==> src/rtl/izhikevich_neuron_core.sv <==
// izhikevich_neuron_core
// Clocked state-update engine for a single Izhikevich neuron. Holds v and u,
// accepts one input current per step handshake, evaluates the v and u updates
// over three multiply cycles on one shared signed multiplier, applies the spike
// reset and presents the result on a valid/ready output.
// Number format: signed Q8.8 (1 LSB = 1/256 mV); internal arithmetic 32-bit.
//
// Optional feature macro: SPIKE_COUNT_EN (saturating spike counter on
// spike_count; when undefined spike_count is tied to 0).
//
// Ports:
//   clk          clock
//   rst          asynchronous active-high reset
//   step_valid   step request valid
//   step_ready   core idle, a step can be accepted
//   i_in         signed Q8.8 input current for the step
//   out_valid    step result valid
//   out_ready    downstream accepts the result
//   v_out        signed Q8.8 membrane potential after the step
//   u_out        signed Q8.8 recovery variable after the step
//   spike        the step fired
//   spike_count  spikes since reset (SPIKE_COUNT_EN only)
module izhikevich_neuron_core #(
  parameter int A_Q      = 5,
  parameter int B_Q      = 51,
  parameter int C_Q      = -16640,
  parameter int D_Q      = 2048,
  parameter int V_PEAK   = 7680,
  parameter int DT_SHIFT = 1,
  parameter int U_INIT   = -3328
) (
  input  logic               clk,
  input  logic               rst,
  input  logic               step_valid,
  output logic               step_ready,
  input  logic signed [15:0] i_in,
  output logic               out_valid,
  input  logic               out_ready,
  output logic signed [15:0] v_out,
  output logic signed [15:0] u_out,
  output logic               spike,
  output logic [15:0]        spike_count
);

  typedef enum logic [2:0] {IDLE, MUL_VV, MUL_BV, MUL_AU, WRITE, OUT} state_t;

  state_t             state;
  logic signed [15:0] v;
  logic signed [15:0] u;
  logic signed [15:0] i_lat;

  logic signed [31:0] k_p0;
  logic signed [16:0] bv_p1;
  logic signed [31:0] v_new_p1;
  logic signed [31:0] u_new_p2;

  function automatic logic signed [15:0] sat16(input logic signed [31:0] x);
    if (x > 32'sd32767)
      return 16'sh7FFF;
    else if (x < -32'sd32768)
      return 16'sh8000;
    else
      return x[15:0];
  endfunction

  // One shared 17x16 signed multiplier; the operand pair is chosen by state.
  logic signed [16:0] mul_a;
  logic signed [15:0] mul_b;
  logic signed [32:0] prod;
  logic signed [16:0] bv_minus_u;

  assign bv_minus_u = bv_p1 - 17'(u);

  always_comb begin
    mul_a = 17'(v);
    mul_b = v;
    case (state)
      MUL_BV: begin
        mul_a = 17'(B_Q);
        mul_b = v;
      end
      MUL_AU: begin
        mul_a = bv_minus_u;
        mul_b = 16'(A_Q);
      end
      default: begin
        mul_a = 17'(v);
        mul_b = v;
      end
    endcase
    prod = mul_a * mul_b;
  end

  logic signed [31:0] v32;
  logic signed [31:0] u32;
  logic signed [31:0] vv;
  logic signed [31:0] k_c;
  logic signed [31:0] dv;
  logic signed [31:0] du;
  logic               fire;

  assign v32  = 32'(v);
  assign u32  = 32'(u);
  assign vv   = 32'(prod >>> 8);
  assign k_c  = (vv * 32'sd41) >>> 10;
  assign dv   = k_p0 + 32'sd5 * v32 + 32'sd35840 - u32 + 32'(i_lat);
  assign du   = 32'(prod >>> 8);
  // Threshold is tested on the unsaturated 32-bit value.
  assign fire = (v_new_p1 >= 32'(V_PEAK));

  // Datapath intermediates: only meaningful inside a step, never reset.
  always_ff @(posedge clk) begin
    case (state)
      IDLE:   if (step_valid) i_lat <= i_in;
      // stage p0: quadratic term
      MUL_VV: k_p0 <= k_c;
      // stage p1: b*v and the v update
      MUL_BV: begin
        bv_p1    <= 17'(prod >>> 8);
        v_new_p1 <= v32 + (dv >>> DT_SHIFT);
      end
      // stage p2: u update from the pre-step v
      MUL_AU: u_new_p2 <= u32 + (du >>> DT_SHIFT);
      default: ;
    endcase
  end

  always_ff @(posedge clk or posedge rst) begin
    if (rst) begin
      state      <= IDLE;
      v          <= 16'(C_Q);
      u          <= 16'(U_INIT);
      v_out      <= 16'(C_Q);
      u_out      <= 16'(U_INIT);
      spike      <= 1'b0;
      out_valid  <= 1'b0;
      step_ready <= 1'b1;
    end else begin
      case (state)
        IDLE: begin
          if (step_valid) begin
            state      <= MUL_VV;
            step_ready <= 1'b0;
          end
        end
        MUL_VV: state <= MUL_BV;
        MUL_BV: state <= MUL_AU;
        MUL_AU: state <= WRITE;
        WRITE: begin
          if (fire) begin
            v     <= 16'(C_Q);
            u     <= sat16(u_new_p2 + 32'(D_Q));
            v_out <= 16'(C_Q);
            u_out <= sat16(u_new_p2 + 32'(D_Q));
          end else begin
            v     <= sat16(v_new_p1);
            u     <= sat16(u_new_p2);
            v_out <= sat16(v_new_p1);
            u_out <= sat16(u_new_p2);
          end
          spike     <= fire;
          out_valid <= 1'b1;
          state     <= OUT;
        end
        OUT: begin
          if (out_ready) begin
            out_valid  <= 1'b0;
            step_ready <= 1'b1;
            state      <= IDLE;
          end
        end
        default: begin
          out_valid  <= 1'b0;
          step_ready <= 1'b1;
          state      <= IDLE;
        end
      endcase
    end
  end

`ifdef SPIKE_COUNT_EN
  logic [15:0] spike_cnt;

  always_ff @(posedge clk or posedge rst) begin
    if (rst)
      spike_cnt <= 16'd0;
    else if (state == WRITE && fire && spike_cnt != 16'hFFFF)
      spike_cnt <= spike_cnt + 16'd1;
  end

  assign spike_count = spike_cnt;
`else
  assign spike_count = 16'd0;
`endif

endmodule

==> config.mk <==
export PLATFORM = sky130hd
export DESIGN_NAME = izhikevich_neuron_core
export DESIGN_NICKNAME = d
export VERILOG_FILES = /design/src/rtl/izhikevich_neuron_core.sv
export SDC_FILE = /design/constraint.sdc
export NUM_CORES = 1
export LEC_CHECK = 0
export CORE_MARGIN = 5
export CORE_UTILIZATION = 55
export CTS_BUF_LIST = sky130_fd_sc_hd__clkbuf_8
export CTS_CLUSTER_DIAMETER = 200
export DETAILED_ROUTE_END_ITERATION = 10
export GPL_TIMING_DRIVEN = 1
export PLACE_DENSITY = 0.75
export SLEW_MARGIN = 20
export SYNTH_ARGS = -nofsm -noshare
export SYNTH_HDL_FRONTEND = slang
export SYNTH_SLANG_ARGS = --single-unit
export TNS_END_PERCENT = 10
==> constraint.sdc <==
create_clock -name clk -period 12.9 [get_ports clk]
set_clock_uncertainty 0.1 [all_clocks]
set_input_delay 3.225 -clock clk [delete_from_list [all_inputs] [get_ports clk]]
set_output_delay 3.225 -clock clk [all_outputs]
set_load 0.02 [all_outputs]
==> results of run 1 <==
## layout by cell type, fill, tap and decap left out, drive strengths merged, types with 17 or more instances in the layout
master,instances
fa,362
o21a,24
xor2,29
ha,295
edfxtp,106
nor3,43
clkdlybuf4s50,54
a21oi,85
xnor2,99
inv,603
nand2,180
a31oi,20
nand3,46
a211oi,19
a21o,35
clkbuf,17
dfrtp,24
nor2,163
buf,31
nor2b,19
and3,70
o21ai,59
## stage by stage
stage	area, µm²	util [%]	std cells	hold slack, ps
2_1_floorplan	24100	-	2568	347
3_3_place_gp	25200	58.5	3160	354
3_5_place_dp	25200	58.5	3160	366
4_1_cts	25600	59.4	3192	388
5_1_grt	25700	59.6	3195	416
6_report	25700	59.6	3195	390
## worst reg2reg max path: cells and delay by family (launching register included)
kind                       cells  cell delay [ps]
buffers and inverters          9              510
adders and majority gates     12             5090
AOI/OAI and AO/OA             18             3920
DFF                            1              500
xor gates and xnor gates       3              410
and+or+nand+nor               10             1480
## cell usage after synthesis (all sizes together), types with 9 or more instances
cell	number	area [µm²]
inv	598	2240
fa	362	7250
ha	295	3690
nand2	180	692
nor2	163	619
edfxtp	106	3180
xnor2	99	882
a21oi	85	425
and3	70	438
o21ai	59	295
clkbuf	56	210
nand3	46	230
nor3	43	215
a21o	35	263
xor2	29	254
dfrtp	24	601
o21a	24	180
a31oi	20	146
a211oi	19	148
buf	19	139
nor2b	19	119
and2	16	100
or2	16	100
dfstp	14	368
nand2b	14	87.6
nand4	13	81.3
o31ai	12	90.1
a21boi	10	75.1
o21bai	10	86.3
or3	9	56.3
## cell families (layout without fill, tap and decap cells)
family	after synthesis	count (layout)	share of synthesized area, %
buffers and inverters	674	716	10.8
adders and majority gates	657	657	45.5
and+or+nand+nor	608	608	12.0
AOI/OAI and AO/OA	338	338	9.41
DFF	144	144	17.3
xor gates and xnor gates	128	128	4.73
muxes	3	3	0.130
other	1	16	0.0156
## layout make-up
class / count / share of cell area [%]
multi-input cells: 1750 / 67.7
clock inverters: 15 / 0.628
inverters: 599 / 8.78
well taps: 585 / 2.85
flip-flops and latches: 144 / 16.1
clock buffers: 17 / 0.910
repair buffers: 85 / 3.01
## flip-flops by register name (all words and copies together), names as in the netlist
name,cells
bv_p1,17
i_lat,16
k_p0,22
out_valid,1
spike,1
state,3
step_ready,1
u,16
u_new_p2,25
v,16
v_new_p1,26
## repair_timing
item / in CTS / in global routing
setup endpoints to repair: 0 / 12
gates resized for setup: 0 / 18
hold buffers: 0 / 0
setup buffers: 0 / 3
## metal layers
metal | track usage [%] | wire length, µm | up-vias | share of wire [%]
li1 | - | - | 8230 | -
met1 | 35.2 | 25500 | 8919 | 41
met2 | 44.1 | 29400 | 655 | 48
met3 | 5.34 | 4860 | 135 | 7.9
met4 | 8.79 | 1970 | 0 | 3.2
met5 | 0 | 0 | - | 0
## final timing paths
kind	startpoint	to	slack [ps]	depth (start not counted)
setup / recovery	u[1]	k_p0[21]	610	52
max in group asynchronous	rst	u[1]	9190	3
hold reg to reg	u_new_p2[0]	u[0]	390	2
min in group asynchronous	rst	v[2]	3070	3
hold / removal	u_new_p2[0]	u[0]	390	2
setup reg to reg	u[1]	k_p0[21]	610	52
==> out/metrics.cfg, run 1 <==
[synthesis]
synth_cell_types=79
synth_ff_type=edfxtp_1
postSynthCellCount=2553
synth-async-reset-ratio_pct=26.4
synth_seq_area_share_pct=17.3
synth_edf_count=106
synth_seq_cells=144
synthesis.area_um2=24000
synth_warnings=0
avgSynthCellArea_um2=9.41

[timing]
finalSetupTns_ps=0
setup_viol=0
worstMarginPinSlew_ps=1080
finalCritPeriodShare_pct=95.3
setup_ws_ps=607
min_period_ps=12290
drv_slew=0
maxClockFrequency_ghz=0.0813
finalHoldViolations=0
rsz0062_at_grt=no
relSlewSlack_pct=27.9

[placement]
numPortBuffers=54
gp_congestion=0.931
place_ws_ps=44.0
dp_hpwl_um=50600

[clock_network]
cts_sinks=144
cts_root_buffer=clkbuf_8
cts_tree=done
htree_levels=4
cts_buffers=17
clkTransAtPathRegs_ps=80
clock_tree.buffer_depth=2
clock_latency_ps=520

[finish]
diodes=0
drive_gt1_share_pct=4.98
multi_input_area_um2=17400
syn_to_final_growth_pct=7.07
seq_area_um2=4150
nNetsFinal=3274
fill_cells=3684

[outcome]
outcome=completed

[routing]
drc=0
wl_per_cell_um=19.3
drtPass1Iterations=5
drt_iter0_drc=1286
ant_nets=0
vias_per_cell=5.61
vias=17900
finalWirelength_um=61700

[setup_path]
critPathBufInv=9
arrival_ps=12440
required_ps=13050
end_kind=flop
critPathLaunchType=flop
crit_path_frequent_cell=inv_1
path_delay_family=adder cells
max_stage_delay_ps=540
cp_slowest_cell=fa_1
path_max_fanout=7
worstSetupPathType=flop to flop

[die]
pin_count=71
die_h_um=219
die_w_um=219
start_util_pct=55.6
dieArea_um2=47900
fp.coreArea_um2=43200
row_count=76

[hold_path]
hp-class=flop to flop

[global_routing]
grt_pass1_wl_um=99800
overflow=0
antenna_found_initial=0
grt_usage_pct=26.6
grt_max_degree=46
grt_pass1_vias=19300

[run]
drv_cap=0

Power of run 1 is left out: the tool's default activity adds up to more than one toggle a clock period on the data nets, which glitch-free logic cannot reach.
==> run 2, diff against run 1 <==
- CORE_MARGIN: 5 -> 1
==> run 2 against run 1 <==
Design area is 0.24% higher. Core utilization grew 0.27 points. Sequential cell count stayed put. Hold slack got worse by 14 ps. Routed wire length is 2.4% lower. Register-to-register slack better by 90 ps. Non-clock buffer count increased by 2. Die area fell by 7.2%. Largest cell class unchanged.
==> out/metrics.cfg, run 2 (synthesized netlist as in run 1, its figures left out) <==
[outcome]
outcome=completed  ; unchanged

[clock_network]
ctsHoldBuffers=0  ; unchanged
htree_levels=4  ; unchanged
cts_sinks=144  ; unchanged
cts_buffers=17  ; unchanged
cts_tree=done  ; unchanged
clkTransAtPathRegs_ps=100  ; was 80 ps
clock_tree.buffer_depth=2  ; unchanged
clock_latency_ps=510  ; was 520 ps
cts_root_buffer=clkbuf_8  ; unchanged

[die]
die_h_um=211  ; was 219 µm
start_util_pct=55.8  ; was 55.6%
fp.coreArea_um2=43100  ; was 43200 µm²
die_w_um=211  ; was 219 µm
dieArea_um2=44500  ; was 47900 µm²
row_count=76  ; unchanged
pin_count=71  ; unchanged

[global_routing]
antenna_found_initial=0  ; unchanged
overflow=0  ; unchanged
grt_usage_pct=28.7  ; was 26.6%
grt_max_degree=76  ; was 46
grt_pass1_wl_um=97900  ; was 99800 µm
grt_pass1_vias=18800  ; was 19300

[routing]
vias=17900  ; about the same
drt_iter0_drc=1284  ; was 1286
route.met3.wl_um=4100  ; was 4860 µm
wl_per_cell_um=18.8  ; was 19.3 µm
dr_wl_met2_um=28700  ; was 29400 µm
drtPass1Iterations=6  ; was 5
drc=0  ; unchanged
drt-met1-wl_um=25500  ; about the same
ant_nets=0  ; unchanged
top_layer=met4  ; unchanged
vias_per_cell=5.61  ; about the same
finalWirelength_um=60200  ; was 61700 µm

[placement]
numPortBuffers=54  ; unchanged
dp_hpwl_um=49400  ; was 50600 µm
gp_congestion=0.966  ; was 0.931
dpl.cell_count=3162  ; was 3160

[finish]
reg.largest.list=v_new_p1 (26), u_new_p2 (25), k_p0 (22)  ; unchanged
regMostFlops=v_new_p1  ; unchanged
diodes=0  ; unchanged
nNetsFinal=3276  ; was 3274
layoutNonFillerInstCount=3197  ; was 3195
layout_commonest_cell=inv_1  ; unchanged
mostFrequentLayoutCells=inv_1 (594), fa_1 (362), ha_1 (295)  ; was inv_1 (596), fa_1 (362), ha_1 (295)
syn_to_final_growth_pct=7.32  ; was 7.07%
fill_cells=3651  ; was 3684
final_core_util_pct=59.8  ; was 59.6%
largest_reg_flops=26  ; unchanged
drive_gt1_share_pct=5.28  ; was 4.98%

[setup_path]
arrival_ps=12340  ; was 12440 ps
cp-startpoint=u[0]  ; was u[1]
cp_slowest_cell=fa_1  ; unchanged
ff2ff_setup_slack_ps=700  ; was 610 ps
worstSetupPathType=flop to flop  ; unchanged
regToRegStartpoint=u[0]  ; was u[1]
r2r_end=k_p0[21]  ; unchanged
critPathLaunchType=flop  ; unchanged
max_stage_delay_ps=580  ; was 540 ps
critPathBufInv=5  ; was 9
required_ps=13040  ; was 13050 ps
crit_path_frequent_cell=fa_1  ; was inv_1
r2r_cells=46  ; was 52
path_delay_family=adder cells  ; unchanged
path_max_fanout=5  ; was 7
end_kind=flop  ; unchanged

[hold_path]
whs_endpoint=u[7]  ; was u[0]
hp-class=flop to flop  ; unchanged
hp-start=u_new_p2[7]  ; was u_new_p2[0]
hold_path_depth=2  ; unchanged

[timing]
maxClockFrequency_ghz=0.0820  ; was 0.0813 GHz
finalCritPeriodShare_pct=94.6  ; was 95.3%
finalSetupTns_ps=0  ; unchanged
setup_viol=0  ; unchanged
relSlewSlack_pct=24.9  ; was 27.9%
min_period_ps=12200  ; was 12290 ps
worstMarginPinSlew_ps=1130  ; was 1080 ps
finalHoldViolations=0  ; unchanged
drv_slew=0  ; unchanged

[run]
drv_cap=0  ; unchanged

==> run 2: metal layers <==
metal	vias up	global-route usage, %
li1	8257	-
met1	8893	38.9
met2	655	47.5
met3	123	3.43
met4	0	10.3
met5	-	0
==> run 2: worst max-delay path by stage <==
stage	endpoint	slack (ps)	depth (start not counted)
after floorplan	k_p0[21]	1230	50
after global placement	k_p0[21]	430	50
after detailed placement	k_p0[21]	220	50
after CTS	k_p0[21]	180	50
after global routing	k_p0[21]	-20	50
final	k_p0[21]	700	46
==> run 2: layout make-up <==
type | instances | area, µm² | area share [%]
sequential | 144 | 4150 | 16.1
multi-input combinational | 1750 | 17400 | 67.6
timing repair buffer | 87 | 801 | 3.11
tap | 585 | 732 | 2.84
clock inverter | 15 | 171 | 0.665
clock buffer | 17 | 234 | 0.908
inverter | 599 | 2260 | 8.76
==> run 2: stage by stage <==
stage	instance area [µm²]	worst slack (ps)	hold slack [ps]
floorplan	24100	1230	347
global placement	25300	431	355
detailed placement	25300	223	360
CTS	25700	177	379
global route	25800	-22.4	404
finish	25800	701	376
==> run 2: worst min-delay path: cells and delay by family, from the launching register on <==
kind	cells	cell delay, ps
and+or+nand+nor	1	60
AOI/OAI and AO/OA	1	60
DFF	1	340
==> run 2: timing repair <==
item	in CTS	in global routing
endpoints found under the hold margin	0	0
resized for setup	0	22
setup endpoints to repair	0	13
setup buffers	0	3
Power of run 2 is left out for the same reason.
